### config.mk
export PLATFORM = sky130hd
export DESIGN_NAME = rv32i_wbarbiter
export DESIGN_NICKNAME = d
export VERILOG_FILES = /design/src/rtl/rv32i_wbarbiter_pkg.sv /design/src/rtl/rv32i_wbarbiter_fifo.sv /design/src/rtl/rv32i_wbarbiter.sv
export SDC_FILE = /design/constraint.sdc
export NUM_CORES = 1
export LEC_CHECK = 0
export ABC_CLOCK_PERIOD_IN_PS = 3000
export CAP_MARGIN = 25
export CORE_MARGIN = 1.5
export CORE_UTILIZATION = 45
export DETAILED_ROUTE_END_ITERATION = 8
export PLACE_DENSITY_LB_ADDON = 0.05
export SETUP_SLACK_MARGIN = 0.05
export SYNTH_ARGS = -nofsm -noshare
export SYNTH_HDL_FRONTEND = slang
export SYNTH_SLANG_ARGS = --single-unit
### constraint.sdc
create_clock -name clk -period 3 [get_ports clk]
set_clock_uncertainty 0.05 [all_clocks]
set_input_delay 0.6 -clock clk [delete_from_list [all_inputs] [get_ports clk]]
set_output_delay 0.6 -clock clk [all_outputs]
set_load 0.05 [all_outputs]
### src/rtl/rv32i_wbarbiter_pkg.sv
`default_nettype none
// ============================================================================
//  Module      : rv32i_pkg
//  Description : Shared types and constants for the register-file writeback
//                arbiter. Defines the writeback request record carried
//                through the late-response FIFO.
//  Revision    : 1.0 - initial release
// ============================================================================
package rv32i_pkg;

  localparam int XLEN  = 32;
  localparam int REG_W = 5;

  // One register-file write: destination register and data.
  typedef struct packed {
    logic [REG_W-1:0] rd;
    logic [XLEN-1:0]  data;
  } wb_req_t;

endpackage : rv32i_pkg
`default_nettype wire

### src/rtl/rv32i_wbarbiter_fifo.sv
`default_nettype none
// ============================================================================
//  Module      : rv32i_wbFifo
//  Description : Synchronous FIFO of writeback requests. Pointers carry an
//                extra wrap bit so full and empty are distinguished without
//                a separate occupancy counter.
//  Ports       : clk, reset_n      - clock, async active-low reset
//                push, push_data   - write an entry (ignored when full)
//                pop               - discard the head (ignored when empty)
//                head              - current head entry (valid when !empty)
//                full, empty       - occupancy flags
//  Revision    : 1.0 - initial release
// ============================================================================
module rv32i_wbFifo
  import rv32i_pkg::*;
#(
  parameter int DEPTH = 2
) (
  input  logic    clk,
  input  logic    reset_n,
  input  logic    push,
  input  wb_req_t push_data,
  input  logic    pop,
  output wb_req_t head,
  output logic    full,
  output logic    empty
);

  localparam int AW = $clog2(DEPTH);

  wb_req_t       mem [DEPTH];
  logic [AW:0]   wr_ptr;
  logic [AW:0]   rd_ptr;
  logic          do_push;
  logic          do_pop;

  assign do_push = push && !full;
  assign do_pop  = pop && !empty;

  // Same index with opposite wrap bits means every slot is occupied.
  assign empty = (wr_ptr == rd_ptr);
  assign full  = (wr_ptr[AW-1:0] == rd_ptr[AW-1:0]) && (wr_ptr[AW] != rd_ptr[AW]);
  assign head  = mem[rd_ptr[AW-1:0]];

  always_ff @(posedge clk or negedge reset_n) begin
    if (!reset_n) begin
      wr_ptr <= '0;
      rd_ptr <= '0;
    end else begin
      if (do_push) wr_ptr <= wr_ptr + 1'b1;
      if (do_pop)  rd_ptr <= rd_ptr + 1'b1;
    end
  end

  // Storage needs no reset: entries are only observed between push and pop.
  always_ff @(posedge clk) begin
    if (do_push) mem[wr_ptr[AW-1:0]] <= push_data;
  end

endmodule : rv32i_wbFifo
`default_nettype wire

### src/rtl/rv32i_wbarbiter.sv
`default_nettype none
// ============================================================================
//  Module      : rv32i_wbarbiter
//  Description : Owns the single register-file write port. Pipeline
//                writebacks always win; late load/IO responses are queued
//                and drained when the pipeline is idle. An age counter
//                forces a pipeline stall so queued responses cannot starve.
//                Also keeps a pending-write scoreboard for hazard detection.
//  Ports       : clk, reset_n                    - clock, async active-low reset
//                pipe_wb_en/reg/data             - pipeline writeback request
//                late_issue, late_issue_reg      - late op issued (sets pending)
//                late_valid/reg/data, late_ready - late response handshake
//                rf_wb_en/reg/data               - registered RF write port
//                stall                           - registered pipeline stall
//                pending_mask                    - outstanding late writes
//                err_dup_issue                   - sticky duplicate-issue flag
//  Revision    : 1.0 - initial release
// ============================================================================
module rv32i_wbarbiter
  import rv32i_pkg::*;
#(
  parameter int DEPTH    = 2,
  parameter int MAX_WAIT = 8
) (
  input  logic             clk,
  input  logic             reset_n,
  input  logic             pipe_wb_en,
  input  logic [REG_W-1:0] pipe_wb_reg,
  input  logic [XLEN-1:0]  pipe_wb_data,
  input  logic             late_issue,
  input  logic [REG_W-1:0] late_issue_reg,
  input  logic             late_valid,
  input  logic [REG_W-1:0] late_reg,
  input  logic [XLEN-1:0]  late_data,
  output logic             late_ready,
  output logic             rf_wb_en,
  output logic [REG_W-1:0] rf_wb_reg,
  output logic [XLEN-1:0]  rf_wb_data,
  output logic             stall,
  output logic [XLEN-1:0]  pending_mask,
  output logic             err_dup_issue
);

  localparam logic [7:0] MAX_AGE = 8'(MAX_WAIT);

  wb_req_t          push_req;
  wb_req_t          fifo_head;
  logic             fifo_full;
  logic             fifo_empty;
  logic             fifo_push;
  logic             fifo_pop;
  logic [7:0]       age;
  logic [XLEN-1:0]  pending_next;

  // A full FIFO never accepts, even in a cycle where the head is popped.
  assign late_ready = !fifo_full;
  assign fifo_push  = late_valid && !fifo_full;
  assign fifo_pop   = !pipe_wb_en && !fifo_empty;

  assign push_req.rd   = late_reg;
  assign push_req.data = late_data;

  rv32i_wbFifo #(
    .DEPTH (DEPTH)
  ) u_fifo (
    .clk       (clk),
    .reset_n   (reset_n),
    .push      (fifo_push),
    .push_data (push_req),
    .pop       (fifo_pop),
    .head      (fifo_head),
    .full      (fifo_full),
    .empty     (fifo_empty)
  );

  // Scoreboard update: commit clears first so a same-cycle issue wins.
  always_comb begin
    pending_next = pending_mask;
    if (fifo_pop)   pending_next[fifo_head.rd] = 1'b0;
    if (late_issue) pending_next[late_issue_reg] = 1'b1;
    pending_next[0] = 1'b0;
  end

  always_ff @(posedge clk or negedge reset_n) begin
    if (!reset_n) begin
      rf_wb_en      <= 1'b0;
      rf_wb_reg     <= '0;
      rf_wb_data    <= '0;
      stall         <= 1'b0;
      age           <= '0;
      pending_mask  <= '0;
      err_dup_issue <= 1'b0;
    end else begin
      // Write port: x0 targets are granted (and consumed) but never written.
      if (pipe_wb_en) begin
        rf_wb_en   <= (pipe_wb_reg != '0);
        rf_wb_reg  <= pipe_wb_reg;
        rf_wb_data <= pipe_wb_data;
      end else if (fifo_pop) begin
        rf_wb_en   <= (fifo_head.rd != '0);
        rf_wb_reg  <= fifo_head.rd;
        rf_wb_data <= fifo_head.data;
      end else begin
        rf_wb_en   <= 1'b0;
      end

      // Age counts cycles a queued head is denied the write port.
      if (fifo_pop || fifo_empty) begin
        age <= '0;
      end else if (age != MAX_AGE) begin
        age <= age + 8'd1;
      end

      stall <= fifo_full || (age == MAX_AGE);

      pending_mask <= pending_next;
      if (late_issue && pending_mask[late_issue_reg]) begin
        err_dup_issue <= 1'b1;
      end
    end
  end

endmodule : rv32i_wbarbiter
`default_nettype wire
==> After elaboration in Yosys (flattened, before gate mapping) <==
Memory sizes are Yosys's and may differ from the RTL's.
Index checks and enable logic that the tools add are counted.
{ "op_classes": {"addsub": 3, "magnitude_cmp": 4, "eq_ne": 5, "mux": 18, "bitwise": 3, "reduce_logical": 17} }
{ "ops": {"columns": ["op", "n"], "rows": [
  ["32-bit two-way mux", 4],
  ["32-bit AND", 1],
  ["32-bit inverter", 1],
  ["32-bit OR", 1],
  ["8-bit two-way mux", 2],
  ["5-bit by 6-bit < comparator with 1-bit output (second input constant)", 2],
  ["1-bit demux with 5-bit select", 2],
  ["5-bit by 1-bit >= comparator with 1-bit output (second input constant)", 2],
  ["5-bit two-way mux", 2],
  ["5-bit nonzero test", 2],
  ["8-bit by 1-bit adder with 8-bit output (second input constant)", 1],
  ["8-bit by 4-bit == test with 1-bit output (second input constant)", 1],
  ["1-bit logical AND", 8],
  ["8-bit by 4-bit inequality test with 1-bit output (second input constant)", 1],
  ["1-bit two-way mux", 7],
  ["1-bit binary-select mux with 5-bit select", 1],
  ["2-bit by 1-bit adder with 2-bit output (second input constant)", 2],
  ["2-bit nonzero test", 2],
  ["1-bit zero test", 3],
  ["2-bit == test", 1],
  ["1-bit logical OR", 2],
  ["1-bit == test", 1],
  ["1-bit inequality test", 1]
]} }
{ "word_totals": {"regBits": 83, "ramBits": 74, "in_bits": 84, "out_inout_bits": 73, "wordCells": 60, "n_memories": 1} }
{ "mem_list": {"columns": ["memory", "words", "width", "read_ports", "rd_ports_with_merged_regs", "write_ports", "line", "rtl"], "rows": [
  ["u_fifo.mem", 2, 37, 1, 0, 1, "rv32i_wbarbiter_fifo.sv:31", "wb_req_t mem [DEPTH];"]
]} }

==> Longest topological paths before layout <==
Gate-level depths: netlist of run 1.
An unclocked memory read counts as a cell.
{ "depth": {"word_depth": 10, "mapped_depth": 8, "ltp_nobuf": 7} }

==> Hierarchy <==
Synthesis of run 1 repeated with hierarchy kept, for this count alone.
{ "hier_totals": {"hier_cells": 515, "area_unflattened_um2": 6732.7} }
{ "by_module_without_submodules": {"columns": ["module", "n_inst", "cells_per_inst", "area_each_um2", "seq_area_each_um2"], "rows": [
  ["rv32i_wbarbiter", 1, 372, 3771.1, 1976.9],
  ["rv32i_wbFifo", 1, 143, 2961.6, 2322.2]
]} }

==> Least setup slack after synthesis of run 1 <==
No wires, ideal clock.
{ "synth_path": {"path_kind": "flip-flop to flip-flop", "start": "reg u_fifo.wr_ptr[1]", "end": "mem u_fifo.mem[0][0] in the netlist's numbering, enable pin", "setup_ps": 431, "arrival_ps": 2845, "setup_slack_ps": -327, "stages_incl_launch_ff": 5, "path_buffers": 0, "cell_sequence": "dfrtp_1 -> xnor2_1 -> nand2b_1 -> nand2_1 -> nor2_1"} }
{ "synth_via": {"elab_chain_cells": 7} }
{ "synth_lines": {"columns": ["element", "line", "rtl"], "rows": [
  ["from (decl)", "rv32i_wbarbiter_fifo.sv:32", "logic [AW:0] wr_ptr;"],
  ["from (signal assigned)", "rv32i_wbarbiter_fifo.sv:50", "if (do_push) wr_ptr <= wr_ptr + 1'b1;"],
  ["1-bit inequality test *", "rv32i_wbarbiter_fifo.sv:42", "assign full = (wr_ptr[AW-1:0] == rd_ptr[AW-1:0]) && (wr_ptr[AW] != rd_ptr[AW]);"],
  ["1-bit logical AND *", "rv32i_wbarbiter_fifo.sv:42", null],
  ["1-bit zero test *", null, null],
  ["via late_ready", "rv32i_wbarbiter.sv:35", "output logic late_ready,"],
  ["1-bit logical AND", "rv32i_wbarbiter.sv:57", "assign fifo_push = late_valid && !fifo_full;"],
  ["1-bit logical AND *", "rv32i_wbarbiter_fifo.sv:37", "assign do_push = push && !full;"],
  ["1-bit two-way mux *", "rv32i_wbarbiter_fifo.sv:57", "if (do_push) mem[wr_ptr[AW-1:0]] <= push_data;"],
  ["1-bit two-way mux (not written as such) *", "rv32i_wbarbiter_fifo.sv:57", null],
  ["to (decl)", "rv32i_wbarbiter_fifo.sv:31", null]
]} }
Mark *: on every way through the listed nets, which the timed path passes. The rest lies on a longest branch.

==> Final worst setup path of run 1 <==
{ "layout_path": {"start": "reg u_fifo.wr_ptr[1]", "end": "out late_ready"} }
{ "layout_via": {"elab_chain_cells": 3} }
{ "layout_lines": {"columns": ["element", "line", "rtl"], "rows": [
  ["1-bit inequality test", "rv32i_wbarbiter_fifo.sv:42", null],
  ["1-bit logical AND", "rv32i_wbarbiter_fifo.sv:42", null],
  ["1-bit zero test", "rv32i_wbarbiter.sv:56", "assign late_ready = !fifo_full;"],
  ["to (decl)", "rv32i_wbarbiter.sv:35", null]
]} }
No other way between the ends.

==> metrics.yaml, run 1 <==
global_route:
  gr-usage-all-layers: 0.2137
  grt_pass1_wl_mm: 24.54
  overflow: 0
  grt_max_degree: 69
  antenna_found_initial: 0
  grt_pass1_vias: 4907
layout:
  layout_commonest_cell: "clkdlybuf4s50_1"
  antenna_cells: 0
  largest_reg_flops: 74
  fin_cells: 898
  register_area_sq_um: 4300
  nets: 791
  final_cell_mix: "clkdlybuf4s50_1, dfrtp_1, o21ai_0"
  multiInputGateArea_sq_um: 2127
  fillCellCount: 1134
  drive_above_1_share: 0.07242
  area_delta_synth_final_pct: 35.32
  fin_area_sq_um: 8892
yosys:
  synth_cells: 552
  synth_area_per_cell_sq_um: 11.90
  syn-cell-area_sq_um: 6571
  synth.distinct_cells: 38
  synth_nets: 638
  yosys_warnings: 0
  ys_seq_elements: 157
  yosysSeqAreaShare: 0.6542
floorplanning:
  ios: 157
  dieHeight_microns: 123.8
  fp.dieW_microns: 123.8
  coreArea_sq_um: 14040
  rows: 43
  start_util: 0.4680
  dieArea_sq_um: 15340
setup_path:
  critPathKind: "flop to output port"
  crit_fanout: 4
  critPathArrivalTime_ns: 2.10
  critPathLaunchType: "flop"
  critPathRequiredTime_ns: 2.35
  reg2reg_slack_ns: 0.68
  cp-end-kind: "output port"
place:
  port_buffers: 155
  dp_hpwl_mm: 10.56
  gp_congestion: 0.8937
  placedCellCount: 866
  preCtsSetupSlack_ns: 0.4626
  place_area_sq_um: 8282
clock_network:
  clkTransAtPathRegs_ns: 0.06
  clockBufferDepth: 2
  cts-htree-levels: 4
  worstSkewPairLatency_ns: 0.42
  cts-root-buf: "clkbuf_16"
  hold_buffers: 0
  cts.sinks: 157
  cts_made_buffers: 17
  cts_resized: 0
  cts_tree: "yes"
  post_cts_buffers: 0
timing:
  setup_viol: 0
  drv_slew: 0
  rsz0062_at_grt: "false"
  slew_headroom: 0.5212
  fmax_mhz: 363.5
  setup_slack_ns: 0.2490
  finalSetupTns_ns: 0
  finalHoldViolCount: 0
  post-route-period-util: 0.9170
  finalCriticalPeriod_ns: 2.751
  worst_pin_slew_ns: 0.7182
routing:
  antenna_left: 0
  drtIter0Drc: 311
  viasPerCell: 5.318
  dr.pass1.iters: 5
  drt_drc_violations_left: 0
  vias: 4776
  routedWlPerCell_microns: 17.19
  wl_mm: 15.44
power_and_ir_drop:
  power.total_uw: 10930
  total_leakage_power_uw: 0.003492
  cellPowerDensity_nw_per_um2: 1229
  ir_worst_vdd_v: 0.0007010
run:
  drv_cap: 0
status:
  outcome: "complete, no violations"
hold_path:
  hold_path_class: "primary input to asynchronous set/reset pin"
## cells by family after synthesis
group,count (synthesis),share of synthesized area
flip-flops,157,0.6542
adder cells (fa/ha/maj),2,0.003807
other,1,0.0005707
XOR/XNOR,12,0.01599
buffers and inverters,30,0.02342
AO/OA/AOI/OAI,154,0.1194
AND/OR/NAND/NOR,143,0.09901
multiplexers,53,0.08359
## Yosys cell counts, drive strengths merged
cell type / count / area, sq um
clkbuf: 12 / 45.04
mux2: 2 / 26.27
nor2: 51 / 191.4
inv: 2 / 7.510
o21ai: 109 / 545.5
dfrtp: 83 / 2077
mux4: 1 / 22.52
a21oi: 37 / 185.2
and3: 3 / 18.77
and2: 2 / 15.02
or4: 3 / 26.27
buf: 16 / 101.4
or3: 3 / 18.77
edfxtp: 74 / 2222
or3b: 4 / 35.03
nand2: 56 / 210.2
o221ai: 1 / 8.760
o31ai: 1 / 7.510
ha: 2 / 25.02
o22ai: 6 / 37.54
conb: 1 / 3.750
nor3b: 1 / 7.510
nand3b: 6 / 45.04
xnor2: 6 / 52.55
nor3: 1 / 5.000
nor2b: 2 / 12.51
mux2i: 50 / 500.5
nor4b: 1 / 8.760
nand4b: 1 / 8.760
nand3: 7 / 35.03
xor2: 6 / 52.55
nand2b: 2 / 12.51
## power breakdown
part	internal [uW]	switching, uW
clock	1330	887
combinational	1700	3440
sequential	3130	441
total	6160	4760
## area by class of cell
class                           instances  area share
Sequential cell                       157      0.4836
Multi-Input combinational cell        365      0.2392
Timing Repair Buffer                  162      0.1824
Clock buffer                           18     0.04826
Tap cell                              180     0.02533
Clock inverter                         14     0.02040
Inverter                                2   0.0008442
## metal layers
metal,wire length (microns),vias to the layer above,track usage
li1,-,2290,-
met1,6360,2297,0.2666
met2,7680,173,0.3494
met3,1185,16,0.06960
met4,215,0,0.07687
met5,0,-,0
## metrics by stage
step,util,hold WS [ns]
global route,0.6333,0.2357
finish,0.6333,0.1727
global placement,0.5898,0.4247
floorplan,-,0.2544
CTS,0.6333,0.2083
detailed placement,0.5898,0.4346
## path summary, 6_finish.rpt
kind	from	endpoint	cells after the start
min in group clk	u_fifo.wr_ptr[1]	u_fifo.wr_ptr[1]	1
min reg2reg	u_fifo.wr_ptr[1]	u_fifo.wr_ptr[1]	1
max	u_fifo.wr_ptr[1]	late_ready	3
min	reset_n	pending_mask[4]	1
max reg2reg	u_fifo.rd_ptr[0]	pending_mask[23]	5
max in group asynchronous	reset_n	rf_wb_data[30]	2
## critical path: stages, from the launching register on
cell and delay [ns]:
dfrtp_1 0.40, xnor2_1 0.24, nand2b_1 0.22, clkdlybuf4s50_1 0.83
(Power assumes the default switching activity.)
==> run 2, diff against run 1 <==
--- a/config.mk
+++ b/config.mk
@@ -7,6 +7,7 @@
 export LEC_CHECK = 0
 export ABC_CLOCK_PERIOD_IN_PS = 3000
 export CAP_MARGIN = 25
+export CORE_ASPECT_RATIO = 1.4
 export CORE_MARGIN = 1.5
 export CORE_UTILIZATION = 45
 export DETAILED_ROUTE_END_ITERATION = 8
==> metrics.yaml, run 2 (synthesis gave the netlist of run 1 again) <==
power_and_ir_drop:
  ir_worst_vdd_v: 0.0006840  # -2.4%
  total_leakage_power_uw: 0.003482  # -0.29%
  cellPowerDensity_nw_per_um2: 1232  # +0.29%
setup_path:
  cp-startpoint: "u_fifo.rd_ptr[0]"
  r2r-end: "pending_mask[23]"
  critPathKind: "flop to output port"
  cp-end-kind: "output port"
  setup.worst_path.end: "late_ready"
  crit_fanout: 13  # +9
  reg2reg_slack_ns: 0.64  # -0.04 ns
  critPathLaunchType: "flop"
  r2r_start: "u_fifo.rd_ptr[0]"
  critPathRequiredTime_ns: 2.35  # about the same
  critPathArrivalTime_ns: 2.13  # +0.03 ns
  ff2ff_path_depth: 5  # unchanged
clock_network:
  cts.sinks: 157  # unchanged
  clockBufferDepth: 2  # unchanged
  cts-htree-levels: 4  # unchanged
  worstSkewPairLatency_ns: 0.41  # about the same
  clkTransAtPathRegs_ns: 0.06  # about the same
  post_cts_buffers: 0  # unchanged
  hold_buffers: 0  # unchanged
  cts_made_buffers: 17  # unchanged
  cts_resized: 0  # unchanged
  cts_tree: "yes"
  cts-root-buf: "clkbuf_16"
routing:
  viasPerCell: 5.331  # +0.24%
  wl_mm: 15.94  # +3.3%
  vias: 4841  # +1.4%
  drt_drc_violations_left: 0  # unchanged
  antenna_left: 0  # unchanged
  dr.pass1.iters: 4  # -1
  drtIter0Drc: 176  # -43%
  routedWlPerCell_microns: 17.56  # +2.1%
floorplanning:
  ios: 157  # unchanged
  coreArea_sq_um: 14380  # +2.4%
  fp.dieW_microns: 105.1  # -15%
  start_util: 0.4570  # -0.01095
  dieHeight_microns: 146.0  # +18%
  rows: 52  # +21%
  dieArea_sq_um: 15350  # about the same
global_route:
  grt_max_degree: 69  # unchanged
  grt_pass1_wl_mm: 25.50  # +3.9%
  grt_pass1_vias: 4992  # +1.7%
  antenna_found_initial: 0  # unchanged
  gr-usage-all-layers: 0.2158  # +0.002159
  overflow: 0  # unchanged
timing:
  setup_viol: 0  # unchanged
  finalCriticalPeriod_ns: 2.784  # +0.03269 ns
  fmax_mhz: 359.2  # -1.2%
  post-route-period-util: 0.9279  # +0.01090
  setup_slack_ns: 0.2163  # -0.03268 ns
  drv_slew: 0  # unchanged
  finalHoldViolCount: 0  # unchanged
  finalSetupTns_ns: 0  # unchanged
  worst_pin_slew_ns: 0.7134  # -0.004819 ns
  slew_headroom: 0.5244  # +0.003212
  rsz0062_at_grt: "false"
layout:
  layout_commonest_cell: "clkdlybuf4s50_1"
  final_cell_mix: "clkdlybuf4s50_1, dfrtp_1, o21ai_0"
  fin_cells: 908  # +1.1%
  drive_above_1_share: 0.07093  # -0.001492
  antenna_cells: 0  # unchanged
  nets: 792  # +0.13%
  largest_reg_flops: 74  # unchanged
  fillCellCount: 1191  # +5.0%
  fin_area_sq_um: 8922  # +0.34%
  area_delta_synth_final_pct: 35.78
  fin_util: 0.6205  # -0.01273
run:
  drv_cap: 0  # unchanged
place:
  preCtsSetupSlack_ns: 0.3337  # -0.1289 ns
  dp_hpwl_mm: 11.20  # +6.0%
  gp_congestion: 0.8782  # -1.7%
  place_area_sq_um: 8300  # +0.23%
  port_buffers: 155  # unchanged
  placedCellCount: 876  # +1.2%
hold_path:
  hold_path_class: "primary input to asynchronous set/reset pin"
status:
  outcome: "complete, no violations"
## run 2: cell count changes in the layout (fill, tap and decap cells not counted)
| cell | previous run | this run |
|---|---|---|
| clkinvlp_4 | 0 | 4 |
| clkinv_2 | 2 | 0 |
| clkinv_4 | 3 | 1 |
| bufinv_16 | 3 | 4 |
| inv_6 | 5 | 3 |
| buf_4 | 6 | 7 |
| inv_8 | 1 | 0 |
| clkbuf_1 | 1 | 2 |
| clkinv_1 | 0 | 1 |
## run 2: critical path, stage by stage, from the launching register on
cell,delay [ns]
dfrtp_2,0.53
xnor2_1,0.21
nand2b_1,0.16
clkdlybuf4s50_1,0.82
## run 2: power by group
group / leakage, uW / switching, uW / internal [uW]
registers: 0.00170 / 487 / 3130
logic: 0.00150 / 3420 / 1710
clock network: 0.000288 / 852 / 1400
## run 2: layout make-up
class,count,area [sq um],share of cell area
clock inverters,13,188.9,0.02118
well taps,189,236.5,0.02650
clock buffers,19,432.9,0.04852
repair buffers,163,1629,0.1826
multi-input cells,365,2127,0.2384
inverters,2,7.507,0.0008414
flip-flops and latches,157,4300,0.4820
## run 2: per-layer routing
metal / global-route usage / vias to the layer above / wire [microns]
met2: 0.3902 / 156 / 8674
met4: 0.09315 / 0 / 425
met5: 0 / - / 0
li1: - / 2303 / -
met3: 0.04971 / 32 / 676
met1: 0.2408 / 2350 / 6167
## run 2: stage by stage
stage | hold slack, ns | total power [uW]
after global routing | 0.1670 | 11610
final | 0.1356 | 10990
after CTS | 0.1418 | 11110
after global placement | 0.4269 | 8753
after floorplan | 0.2544 | 7075
after detailed placement | 0.4317 | 8827
## run 2: worst min-delay path by stage
stage                     cells after the start             start                to
after CTS                                     1           reset_n  pending_mask[12]
after detailed placement                      1  u_fifo.wr_ptr[1]  u_fifo.wr_ptr[1]
after global routing                          1           reset_n   pending_mask[6]
after floorplan                               0           reset_n            age[0]
after global placement                        1  u_fifo.wr_ptr[1]  u_fifo.wr_ptr[1]
final                                         1           reset_n    rf_wb_data[31]
==> variant: new RTL, settings of run 1 <==
Set the package constant `XLEN` to 64 (it was 32).
--- a/src/rtl/rv32i_wbarbiter_pkg.sv
+++ b/src/rtl/rv32i_wbarbiter_pkg.sv
@@ -8,7 +8,7 @@
 // ============================================================================
 package rv32i_pkg;
 
-  localparam int XLEN  = 32;
+  localparam int XLEN  = 64;
   localparam int REG_W = 5;
 
   // One register-file write: destination register and data.
Ports: changed (resized late_data, pending_mask, pipe_wb_data and rf_wb_data); port bits go from 157 to 285. The function was not compared with the original's and may differ.
==> variant against run 1 <==
  * Non-clock buffer count is 104 higher
  * Power is 61% higher
  * Largest cell class unchanged
  * Routed wire length is 69% higher
  * Setup slack better by 290 ps
  * Register-to-register slack worse by 120 ps
  * Combinational power is 66% higher
  * Global-route usage is 0.27 points lower
  * Fmax is 12% higher
  * Synthesized area is 63% higher
  * Sequential cell count is 96 higher
  * Highest routed layer unchanged
  * Design area is 61% higher
  * Hold slack worse by 130 ps
==> variant: results <==
[global_route]
grt_usage = 0.211
grt_max_degree = 62
grt_pass1_wl_mm = 40.5
grt_pass1_vias = 7427
antenna_found_initial = 1

[critical_path]
worstPathMaxFanout = 16

[placed_design]
place_ws_ps = 493
dp.cells = 1394
gp_congestion = 0.820
place_area_um2 = 13400
io_buffers = 251
dp_hpwl_mm = 17.2

[drt]
drt-initial-drc-count = 408
dr.pass1.iters = 4
wl_mm = 26.2
routed_via_density = 5.19

[worst_hold_path]
hold_path.class = input pin to async pin

[clock_network]
ctsHoldBuffers = 0
htree_num_levels = 1
numCtsBuffers = 28
root_buffer = clkbuf_16
clk_latency_ps = 540
clk_pin_slew_ps = 60
cts_buffer_depth = 3
cts_resized = 0
postCtsSetupBuffers = 0

[finish]
fin_cells = 1447
largest_reg_flops = 138
fin_nets = 1255
drive_gt1_frac = 0.0657

[run_status]
status = finished clean

[synthesis]
ys_seq_area_frac = 0.657
yosys_warnings = 0
synthTopCellsByCount = 157 x o21ai_0, 138 x edfxtp_1, 115 x dfrtp_1, 115 x o21ai_1, 77 x mux2i_1
ys_types = 43
avgSynthCellArea_um2 = 12.4
async_reset_ff_frac = 0.455
synth_ff_type = edfxtp_1
yosys-top-cells-area = edfxtp_1 39%, dfrtp_1 27%, o21ai_0 7.4%, mux2i_1 7.2%, o21ai_1 5.4%
synth_edf_count = 138

[pwr]
p_leak_nw = 5.47
vdd_drop_max_mv = 0.984

[timing]
setup-tns-final_ps = 0
worstMarginPinSlew_ps = 916
## variant: changes by cell type after synthesis, sizes merged, moves of 9 or more
cell	before	now
o21ai	109	272
edfxtp	74	138
buf	16	57
nor2	51	12
a21oi	37	3
dfrtp	83	115
mux2i	50	77
nand2	56	76
clkbuf	12	30
nand3	7	16
## variant: path summary, 6_finish.rpt
kind,startpoint,endpoint,slack (ps),depth (start not counted)
min,reset_n,rf_wb_data[8],50,1
min reg2reg,pending_mask[6],pending_mask[6],490,2
min in group clk,pipe_wb_en,rf_wb_data[26],440,3
max,u_fifo.rd_ptr[0],late_ready,540,3
max reg2reg,u_fifo.rd_ptr[0],pending_mask[10],560,5
max in group asynchronous,reset_n,pending_mask[8],2130,2
## variant: layout make-up
class | count | area [um^2]
inverters | 4 | 15.0
clock buffers | 44 | 791
clock inverters | 8 | 97.6
multi-input cells | 552 | 3300
diodes | 1 | 2.50
fillers | 1935 | 9100
well taps | 319 | 399
repair buffers | 266 | 2670
flip-flops and latches | 253 | 7030
## variant: worst max-delay path, cell delays in order (launching register included)
cell and delay, ps:
dfrtp_4 610, xor2_4 230, nand2b_2 250, buf_12 190
## variant: logic make-up (layout without fill, tap and decap cells)
group	after synthesis	after routing	synth area share
AOI/OAI and AO/OA	286	286	0.137
xor gates and xnor gates	12	12	0.00984
adders and majority gates	2	2	0.00234
buffers and inverters	91	322	0.0495
DFF	253	253	0.657
muxes	85	85	0.0844
other	1	34	0.000351
and+or+nand+nor	134	134	0.0589
## variant: routing by layer
metal	wire, um	vias up	global-route usage
met5	0	-	0
met4	522	0	0.0490
met3	1720	33	0.0501
met2	12200	227	0.341
met1	11700	3668	0.290
li1	-	3580	-
## variant: power breakdown
group	switching [mW]	internal [mW]	total (mW)
clock	1.34	1.97	3.31
combinational	5.78	2.75	8.53
sequential	0.688	5.10	5.78
